`src/rtl/cn_clk_div_pkg.sv`:
```
// rtl/cn_clk_div_pkg.sv - shared types and limits for the clock-enable generator
package cn_clk_div_pkg;

  localparam int MAX_CH    = 16;
  localparam int DEF_DIV_W = 8;

  typedef enum logic {SQUARE = 1'b0, PULSE = 1'b1} div_mode_e;

  typedef struct packed {
    logic [DEF_DIV_W-1:0] div;
    div_mode_e            mode;
  } ch_cfg_t;

endpackage

```
`src/rtl/cn_clk_div_ch.sv`:
```
// rtl/cn_clk_div_ch.sv - one divider channel: period counter, shadow config, waveform registers
module cn_clk_div_ch
  import cn_clk_div_pkg::*;
#(
  parameter int DIV_W = 8
) (
  input  logic             clk,
  input  logic             rst,
  input  logic             load,
  input  logic [DIV_W-1:0] load_div,
  input  div_mode_e        load_mode,
  input  logic             sync,
  output logic             pend,
  output logic             div_clk,
  output logic             div_stb,
  output logic             active
);

  logic [DIV_W-1:0] div_q, cnt_q, pend_div_q;
  div_mode_e        mode_q, pend_mode_q;
  logic             act_q, pend_q;

  logic [DIV_W-1:0] div_d, cnt_d, eff_div;
  div_mode_e        mode_d, eff_mode;
  logic             act_d, eff_vld, at_end, apply;
  logic [DIV_W:0]   half_d;
  logic             stb_d, clk_d;

  always_comb begin
    // A config arriving this cycle is treated as already pending so it can
    // land on a boundary or sync that coincides with its acceptance.
    eff_vld  = pend_q | load;
    eff_div  = pend_q ? pend_div_q : load_div;
    eff_mode = pend_q ? pend_mode_q : load_mode;
    at_end   = act_q && (cnt_q == div_q - 1'b1);
    apply    = eff_vld && (!act_q || at_end || sync);

    div_d  = div_q;
    mode_d = mode_q;
    act_d  = act_q;
    cnt_d  = '0;
    if (apply) begin
      div_d  = eff_div;
      mode_d = eff_mode;
      act_d  = (eff_div != '0);
    end else if (act_q && !(at_end || sync)) begin
      cnt_d = cnt_q + 1'b1;
    end

    // Outputs are registered from next-state so they line up with cnt_q.
    half_d = ({1'b0, div_d} + 1'b1) >> 1;
    stb_d  = act_d && (cnt_d == '0);
    clk_d  = act_d && ((mode_d == PULSE) ? (cnt_d == '0) : ({1'b0, cnt_d} < half_d));
  end

  always_ff @(posedge clk) begin
    if (rst) begin
      div_q       <= '0;
      mode_q      <= SQUARE;
      cnt_q       <= '0;
      act_q       <= 1'b0;
      pend_q      <= 1'b0;
      pend_div_q  <= '0;
      pend_mode_q <= SQUARE;
      div_clk     <= 1'b0;
      div_stb     <= 1'b0;
    end else begin
      div_q   <= div_d;
      mode_q  <= mode_d;
      cnt_q   <= cnt_d;
      act_q   <= act_d;
      div_clk <= clk_d;
      div_stb <= stb_d;
      if (apply) begin
        pend_q <= 1'b0;
      end else if (load) begin
        pend_q      <= 1'b1;
        pend_div_q  <= load_div;
        pend_mode_q <= load_mode;
      end
    end
  end

  assign pend   = pend_q;
  assign active = act_q;

endmodule

```
`src/rtl/cn_clk_div_gen.sv`:
```
// rtl/cn_clk_div_gen.sv - multi-channel clock-enable generator: config decode, ready mux, sync fan-out
module cn_clk_div_gen
  import cn_clk_div_pkg::*;
#(
  parameter int NUM_CH = 4,
  parameter int DIV_W  = 8,
  parameter int CH_W   = (NUM_CH > 1) ? $clog2(NUM_CH) : 1
) (
  input  logic              clk,
  input  logic              rst,
  input  logic              cfg_vld,
  output logic              cfg_rdy,
  input  logic [CH_W-1:0]   cfg_ch,
  input  logic [DIV_W-1:0]  cfg_div,
  input  logic              cfg_mode,
  input  logic              sync_req,
  output logic [NUM_CH-1:0] div_clk,
  output logic [NUM_CH-1:0] div_stb,
  output logic [NUM_CH-1:0] active
);

  localparam int CH_SPAN = 1 << CH_W;

  logic [NUM_CH-1:0]  pend, ch_clk, ch_stb, ch_act;
  logic [CH_SPAN-1:0] pend_pad;
  logic               xfer;

  // Unpopulated indices read as never-pending, so out-of-range writes are
  // accepted and then match no channel.
  always_comb begin
    pend_pad             = '0;
    pend_pad[NUM_CH-1:0] = pend;
  end

  assign cfg_rdy = !rst && !pend_pad[cfg_ch];
  assign xfer    = cfg_vld && cfg_rdy;

  for (genvar i = 0; i < NUM_CH; i++) begin : g_ch
    cn_clk_div_ch #(.DIV_W(DIV_W)) u_ch (
      .clk       (clk),
      .rst       (rst),
      .load      (xfer && (cfg_ch == CH_W'(i))),
      .load_div  (cfg_div),
      .load_mode (div_mode_e'(cfg_mode)),
      .sync      (sync_req),
      .pend      (pend[i]),
      .div_clk   (ch_clk[i]),
      .div_stb   (ch_stb[i]),
      .active    (ch_act[i])
    );
  end

  assign div_clk = ch_clk & {NUM_CH{!rst}};
  assign div_stb = ch_stb & {NUM_CH{!rst}};
  assign active  = ch_act & {NUM_CH{!rst}};

endmodule

```
`config.mk`:
```
export PLATFORM = sky130hd
export DESIGN_NAME = cn_clk_div_gen
export DESIGN_NICKNAME = d
export VERILOG_FILES = /design/src/rtl/cn_clk_div_pkg.sv /design/src/rtl/cn_clk_div_ch.sv /design/src/rtl/cn_clk_div_gen.sv
export SDC_FILE = /design/constraint.sdc
export NUM_CORES = 1
export LEC_CHECK = 0
export CORE_UTILIZATION = 55
export CTS_CLUSTER_DIAMETER = 100
export DETAILED_ROUTE_END_ITERATION = 7
export PLACE_DENSITY = 0.79
export SETUP_SLACK_MARGIN = 0.4
export SLEW_MARGIN = 10
export SYNTH_ARGS = -nofsm -noshare
export SYNTH_HDL_FRONTEND = slang
export SYNTH_SLANG_ARGS = --single-unit
```
`constraint.sdc`:
```
create_clock -name clk -period 4.85 [get_ports clk]
set_clock_uncertainty 0.05 [all_clocks]
set_input_delay 0.7275 -clock clk [delete_from_list [all_inputs] [get_ports clk]]
set_output_delay 0.7275 -clock clk [all_outputs]
set_load 0.02 [all_outputs]
```
==> results summary, run 1 <==
The flow ran to the end, and the final reports show no timing, DRC or antenna violations. The startpoint identified for the worst register-to-register timing path is g_ch[2].u_ch.div_q[1]$_SDFF_PP0_. The maximum VDD drop is 0.263 mV. The first global-routing pass estimated 30800 µm of wire. The sum of net half-perimeters after detailed placement came out at 13400 µm. The relative max-transition margin is 38.3%. By count the netlist is led by sky130_fd_sc_hd__nor2_1, sky130_fd_sc_hd__dfxtp_1, sky130_fd_sc_hd__mux2i_1. Setup repair after global routing could not meet its margin everywhere. The standard-cell row count is 44. The number of violations reported at the end of detailed-routing iteration 0 came out at 476. The tightest min-delay check is of the reg2reg type. Yosys attributes the largest share of cell area to sky130_fd_sc_hd__dfxtp_1, sky130_fd_sc_hd__mux2i_1, sky130_fd_sc_hd__nor2_1, sky130_fd_sc_hd__ha_1, sky130_fd_sc_hd__xnor2_1. The sequential cell area fraction in the yosys report is 29.4%. Once the floorplan was initialized, standard cells occupied 56.2% of the core.

The number of max-cap violations came out at 0. The number of clock sinks is 120. At the pin with the least slew margin, the transition time is 0.926 ns. The number of nets in the final layout came out at 1058. After routing the design area is 9210 µm². TritonCTS built the clock tree. Excluding fillers, the count of instances in the completed layout stands at 1197. 0 antenna diodes ended up in the layout. Walking the worst path, the cells encountered are or4_1, a2111oi_1, nor2_1, a31o_2, a21oi_2, nor2_1, a21oi_1, ha_2, nand3_1, xor2_1, nand2_1, o21ai_0, ha_1, and3_1, a221o_1, a2111oi_1, a31o_2.

Summed over all instances, the cell type with the most area after synthesis is sky130_fd_sc_hd__dfxtp_1. The biggest cell delay along the critical path came out at 0.58 ns. The floorplan step set the die width to 124 µm. The final period demand of the worst path is 4.24 ns. The end-of-flow core utilization is 63.4%. The total grt overflow is 0. Clock latency on the worst-skew pair, taken at its later pin, is 0.43 ns. The number of slew-limit violations in the final report came out at 0. In this run the vertical extent of the chip is 124 µm. The cell area reported after detailed placement came out at 8460 µm². The share of flip-flops with an asynchronous set or reset after synthesis is 0%. The number of placed instances with taps included is 1164.

The routed layout has 6995 vias. The Yosys warning count came out at 0. The top flip-flop cell by instance count after synthesis is sky130_fd_sc_hd__dfxtp_1.

The total negative slack came out at 0 ns. The number of library cell types mapped by synthesis came out at 75. The total die area is 15300 µm². The flip-flop and latch count after synthesis came out at 120. The number of global-route vias before repair came to 6436. The number of detailed-routing iterations run before antenna repair is 5. The worst register-to-register path ends at g_ch[2].u_ch.div_clk$_SDFF_PP0_.

During placement, the flow inserted port buffers numbering 27. The area of the core came out at 14500 µm². For hold timing, the worst endpoint is g_ch[1].u_ch.mode_q$_SDFF_PP0_. The count of fill cells added during filler insertion came out at 1235. The average vias per placed instance came out at 5.84. The worst hold path cell count came out at 2. The cell area that synthesis handed to floorplanning was 8170 µm². After clock tree synthesis, the clock-pin slew on the worst setup and hold paths is 0.05 ns.

The number of buffers between clock root and the deepest sink is 2. The register-to-register setup slack is 0.61 ns. In this run the clock root is driven by a sky130_fd_sc_hd__clkbuf_16. The total design power is 2.61 mW. The final-report hold violation count came out at 0. The count of mapped cells out of synthesis came out at 1012.

The sequential standard cell area came out at 2410 µm². The wire length per cell after detailed routing came out at 16.0 µm. For this design the static power due to leakage is 3.70 nW. The depth of the worst register-to-register path came out at 17. The top cell type's share of synthesized area came out at 29.4%. The launching element type of the critical path is a flip-flop. At the end of routability-driven placement, the weighted congestion stood at 0.885. Setup violations remaining at the end of the flow were counted as 0. The initial antenna violation count is 0. The power per cell area came out at 283 nW/µm².

In this run the most critical hold path is launched from g_ch[1].u_ch.mode_q$_SDFF_PP0_. The final wirelength came out at 19100 µm. The synthesized area per cell came out at 8.07 µm². The maximum number of pins on one net before global-route repair came out at 87. The number of top-level pins came out at 28.

Yosys mapped a number of flops with a built-in enable equal to 0. The total track usage is 25.7%. Buffers inserted during clock tree synthesis total 17. The deepest level of the CTS H-tree is 4. The proportion of layout cells with a drive suffix above 1 came out at 10.6%. For this design, the slowest cell found on the critical path is sky130_fd_sc_hd__or4_1. The number of nets with antenna violations after detailed routing came out at 0.

The critical path is of the reg2reg type. Of all nets on the critical path, the largest fanout is 6. For this run, design rule violations remaining after detail routing come to 0.

STA classifies the critical path endpoint as a flip-flop. The arrival time of data at the critical path endpoint came out at 4.55 ns. The multi-input gate area in the final layout came out at 5440 µm².

Data on the critical path is required at its endpoint by 5.17 ns. When the netlist entered floorplanning its net count stood at 1067. Among all cell types in the netlist, the one instantiated most often is sky130_fd_sc_hd__nor2_1. The layout overhead on the synthesized area came out at 12.8%. Dividing the final minimum period by the clock period gives 87.4%. The achievable frequency came out at 0.236 GHz.
[worst max-delay path by stage]
stage	start	to	slack (ns)	depth (start not counted)
CTS	g_ch[1].u_ch.div_q[0]$_SDFF_PP0_	g_ch[1].u_ch.div_clk$_SDFF_PP0_	0.42	19
global placement	cfg_vld	g_ch[2].u_ch.div_clk$_SDFF_PP0_	0.44	18
finish	g_ch[2].u_ch.div_q[1]$_SDFF_PP0_	g_ch[2].u_ch.div_clk$_SDFF_PP0_	0.61	17
floorplan	g_ch[1].u_ch.div_q[0]$_SDFF_PP0_	g_ch[1].u_ch.div_clk$_SDFF_PP0_	0.44	20
detailed placement	g_ch[1].u_ch.div_q[0]$_SDFF_PP0_	g_ch[1].u_ch.div_clk$_SDFF_PP0_	0.28	19
global route	g_ch[2].u_ch.div_q[1]$_SDFF_PP0_	g_ch[2].u_ch.div_clk$_SDFF_PP0_	0.32	16
[sequential cells by signal, summed over array words and instances, names as in the netlist]
signal,count
g_ch.u_ch.active,4
g_ch.u_ch.pend_mode_q,4
g_ch.u_ch.div_stb,4
g_ch.u_ch.pend,4
g_ch.u_ch.div_q,32
g_ch.u_ch.mode_q,4
g_ch.u_ch.pend_div_q,32
g_ch.u_ch.div_clk,4
g_ch.u_ch.cnt_q,32
[routing by layer]
| layer | global-route usage, % | vias to the layer above | part of all wire (%) |
|---|---|---|---|
| met5 | 0 | - | 0 |
| met4 | 8.73 | 0 | 1.6 |
| met3 | 4.67 | 30 | 4.4 |
| met2 | 42.6 | 163 | 48 |
| met1 | 33.4 | 3324 | 46 |
| li1 | - | 3478 | - |
[cell usage in the layout (no fill, tap or decap), drive strengths merged, types with 4 or more instances in the layout]
master,count
and3,21
mux2,19
nand3,42
a221oi,4
xnor2,50
clkbuf,20
nor4,12
nor2b,26
a31oi,10
xor2,49
a21oi,37
a21o,11
or2,7
dfxtp,120
mux2i,76
a211oi,4
nor2,193
inv,28
ha,40
nand2b,12
o211ai,4
a2111oi,4
nor3,23
nand4,9
or3,5
buf,19
o21ai,33
or4,4
bufinv,5
clkdlybuf4s50,26
nand2,45
nand3b,6
[kinds of logic after synthesis]
group / Yosys count / share of synthesized area [%]
simple gates: 422 / 25.1
xor+xnor: 99 / 10.6
buf+inv: 102 / 5.10
compound gates: 133 / 11.4
flops: 120 / 29.4
fa+ha+maj: 40 / 6.13
mux: 96 / 12.3
[critical path, delay by kind of cell, from the launching register on]
family	cells	cell delay, ns
AOI/OAI and AO/OA	8	1.94
xor gates and xnor gates	1	0.15
adders and majority gates	2	0.57
DFF	1	0.37
and+or+nand+nor	6	1.10
[area by class of cell]
cell class	count	share of cell area [%]
clock buffer	20	4.85
clock inverter	9	1.90
inverter	28	1.14
multi-input combinational	791	59.1
sequential	120	26.1
tap	184	2.50
timing repair buffer	45	4.41
[stage by stage]
stage	hold slack (ns)	worst slack, ns
global placement	0.419	0.437
detailed placement	0.434	0.275
CTS	0.445	0.422
global route	0.473	0.322
finish	0.442	0.613
floorplan	0.402	0.443
[timing repair]
item / 4_1_cts / 5_1_grt
resized for setup: 4 / 22
gates cloned: 0 / 1
endpoints found under the setup margin: 1 / 4
pin swaps: 1 / 5
endpoints found under the hold margin: 0 / 0
hold buffers: 0 / 0
setup buffers: 1 / 2
[where the power goes]
group	leakage, nW	internal, mW	switching, mW
clock	0.298	0.913	0.445
combinational	2.44	0.100	0.135
sequential	0.970	0.999	0.0166
No activity file was read; power rests on OpenSTA's default activity.
==> run 2, diff against run 1 <==
--- a/config.mk
+++ b/config.mk
@@ -5,6 +5,7 @@
 export SDC_FILE = /design/constraint.sdc
 export NUM_CORES = 1
 export LEC_CHECK = 0
+export CAP_MARGIN = 20
 export CORE_UTILIZATION = 55
 export CTS_CLUSTER_DIAMETER = 100
 export DETAILED_ROUTE_END_ITERATION = 7
==> results of run 2 <==
The final DEF is identical to that of run 1; final timing and power are the same.
==> run 3, diff against run 2 <==
--- a/config.mk
+++ b/config.mk
@@ -9,7 +9,7 @@
 export CORE_UTILIZATION = 55
 export CTS_CLUSTER_DIAMETER = 100
 export DETAILED_ROUTE_END_ITERATION = 7
-export PLACE_DENSITY = 0.79
+export PLACE_DENSITY_LB_ADDON = 0.3
 export SETUP_SLACK_MARGIN = 0.4
 export SLEW_MARGIN = 10
 export SYNTH_ARGS = -nofsm -noshare
==> results summary, run 3 (synthesis results as in run 1) <==
Among all stages on the critical path, the largest delay is contributed by sky130_fd_sc_hd__or4b_4. The number of detailed-routing iterations run before antenna repair came out at 5. The total design power came out at 2.48 mW. The number of top-level pins is 28. The total negative slack came out at 0 ns. The maximum number of pins on one net before global-route repair came out at 60.

Setup repair after global routing could not meet its margin everywhere. The number of gates on the worst path with buffers counted is 19. After detailed routing, the number of remaining DRC violations is 0. The total overflow left after global routing is 0.

The total CTS buffers came out at 17. The wire length per cell after detailed routing is 15.7 µm. The number of clock sinks came out at 120. The post-route fraction of the period consumed by the critical path came out at 87.6%. The worst setup path is captured at a flip-flop.

In the global route stage, overall resource usage came out at 25.8%. The number of global-route vias before repair came to 6340. For this design the ratio of total power to cell area is 271 nW/µm². The worst setup path endpoint is g_ch[1].u_ch.div_clk$_SDFF_PP0_. For the finished layout, the period the worst path requires is 4.25 ns. The layout overhead on the synthesized area is 12.0%.

The number of port buffers came out at 27. The relative max-transition margin is 41.4%. VDD sags by at most 0.272 mV. The average vias per placed instance came out at 5.75. The largest single stage delay on the critical path is 0.48 ns. The repair_antennas step left the layout with diodes totalling 0. The final wirelength is 18800 µm.

The combined buffer and inverter count along the critical path is 1. The sum of net half-perimeters after detailed placement is 13500 µm. The total die area is 15300 µm². The overall die height is 124 µm. The critical path is of the reg2reg type. The library cells used most frequently in the layout, excluding fill and tap cells, are sky130_fd_sc_hd__nor2_1, sky130_fd_sc_hd__dfxtp_1, sky130_fd_sc_hd__mux2i_1. The starting utilization of the core area is 56.2%.

The detailed router finished its first iteration with 428 violations. For this block, the via count after detailed routing is 6913. The area of the core came out at 14500 µm². CTS built an H-tree with a depth of 4. The clock passes through at most 2 buffers. Routability-driven placement finished with a final weighted congestion of 0.921. The commonest non-fill, non-tap cell in the layout is sky130_fd_sc_hd__nor2_1.

In this run the worst hold path is classified as reg2reg. The initial antenna violation count is 0. The dominant delay contributor by cell family on the critical path is compound AO/OA/AOI/OAI gates.

The end-of-flow core utilization came out at 62.9%. The count of fill cells added during filler insertion is 1261. The slew at the pin closest to its max-slew limit is 0.878 ns.

The number of nets with antenna violations after detailed routing is 0. The arrival time of data at the critical path endpoint is 4.57 ns. The number of slew-limit violations in the final report came out at 0. The largest registers in the layout are g_ch.u_ch.cnt_q x32, g_ch.u_ch.div_q x32, g_ch.u_ch.pend_div_q x32. The number of setup violations in the final report is 0. For the worst setup path, the data required time is 5.18 ns.

The clock latency on the worst-skew pair is 0.43 ns. The register-to-register setup slack is 0.60 ns. The first global-routing pass estimated 30700 µm of wire. In this run the critical register-to-register path is launched from g_ch[1].u_ch.div_q[0]$_SDFF_PP0_. The number of max-cap violations is 0. The leakage power of the design is 3.71 nW.

The final-report hold violation count came out at 0. The signal on the critical path passes through inv_1, ha_1, nor4b_4, xnor2_1, or4b_4, a2111oi_4, o21ai_4, o21ai_2, ha_2, nand3_1, xor2_1, nand2_1, o21ai_0, ha_1, a21o_1, a21o_1, a211o_1, a211oi_1, mux2_2. The clock-pin slew reported for the worst setup and hold paths after clock tree synthesis is 0.05 ns.

The standard-cell row count is 44. The achievable frequency came out at 0.235 GHz. The post-route netlist has 10.4% of its cells at a drive strength greater than 1. The critical path starts at g_ch[1].u_ch.div_q[0]$_SDFF_PP0_.

The depth of the worst register-to-register path came out at 19. In this run the critical register-to-register path is captured at g_ch[1].u_ch.div_clk$_SDFF_PP0_. TritonCTS built the clock tree.

The tree is rooted in a sky130_fd_sc_hd__clkbuf_16. Along the worst path, the maximum fanout reaches 9. The worst min-delay path startpoint is g_ch[1].u_ch.mode_q$_SDFF_PP0_.

The die width is 124 µm. The flow ran to the end, and the final reports show no timing, DRC or antenna violations. STA classifies the critical path startpoint as a flip-flop.

The net count of the finished layout is 1060.
==> run 3: worst min-delay path by stage <==
stage	to	slack, ns	cells after the start
after global placement	g_ch[1].u_ch.mode_q$_SDFF_PP0_	0.42	2
after CTS	g_ch[1].u_ch.mode_q$_SDFF_PP0_	0.44	2
final	g_ch[1].u_ch.mode_q$_SDFF_PP0_	0.43	2
after floorplan	g_ch[1].u_ch.mode_q$_SDFF_PP0_	0.40	2
after detailed placement	g_ch[1].u_ch.mode_q$_SDFF_PP0_	0.43	2
after global routing	g_ch[1].u_ch.mode_q$_SDFF_PP0_	0.46	2
==> run 3: where the power goes <==
part / internal [mW] / switching [mW]
Clock: 0.789 / 0.441
Combinational: 0.101 / 0.132
Sequential: 0.999 / 0.0170
Total: 1.89 / 0.590
==> run 3: area by class of cell <==
type,instances,area [µm²],share of cell area [%]
clock buffers,23,478,5.22
well taps,184,230,2.52
multi-input cells,790,5410,59.1
flip-flops and latches,120,2410,26.3
clock inverters,9,97.6,1.07
inverters,28,105,1.15
repair buffers,48,425,4.65
==> run 3: through the flow <==
step,hold slack [ns],worst slack (ns),instance area [µm²],cells
after floorplan,0.402,0.443,8170,1012
after global placement,0.420,0.364,8460,1163
after detailed placement,0.428,0.203,8460,1163
after CTS,0.441,0.382,9060,1196
after global routing,0.460,0.330,9150,1202
final,0.435,0.601,9150,1202
==> run 3: worst reg2reg max path: cells and delay by family, from the launching register on <==
family	cells	cell delay [ns]
AO/OA/AOI/OAI	8	1.68
XOR/XNOR	2	0.31
multiplexers	1	0.18
flip-flops	1	0.34
buffers and inverters	1	0.06
adder cells (fa/ha/maj)	3	0.73
AND/OR/NAND/NOR	4	0.85
==> run 3: repair_timing <==
item	4_1_cts	5_1_grt
setup endpoints to repair	2	4
hold endpoints to repair	0	0
pin swaps	1	4
hold buffers	0	0
resized for setup	3	17
setup buffers	1	6
==> run 3: layer usage <==
| metal | vias up | share of wire [%] | track usage (%) |
|---|---|---|---|
| met5 | - | 0 | 0 |
| met4 | 0 | 1.7 | 10.5 |
| met3 | 25 | 4.3 | 5.17 |
| met2 | 155 | 46 | 41.1 |
| met1 | 3246 | 48 | 34.0 |
| li1 | 3487 | - | - |
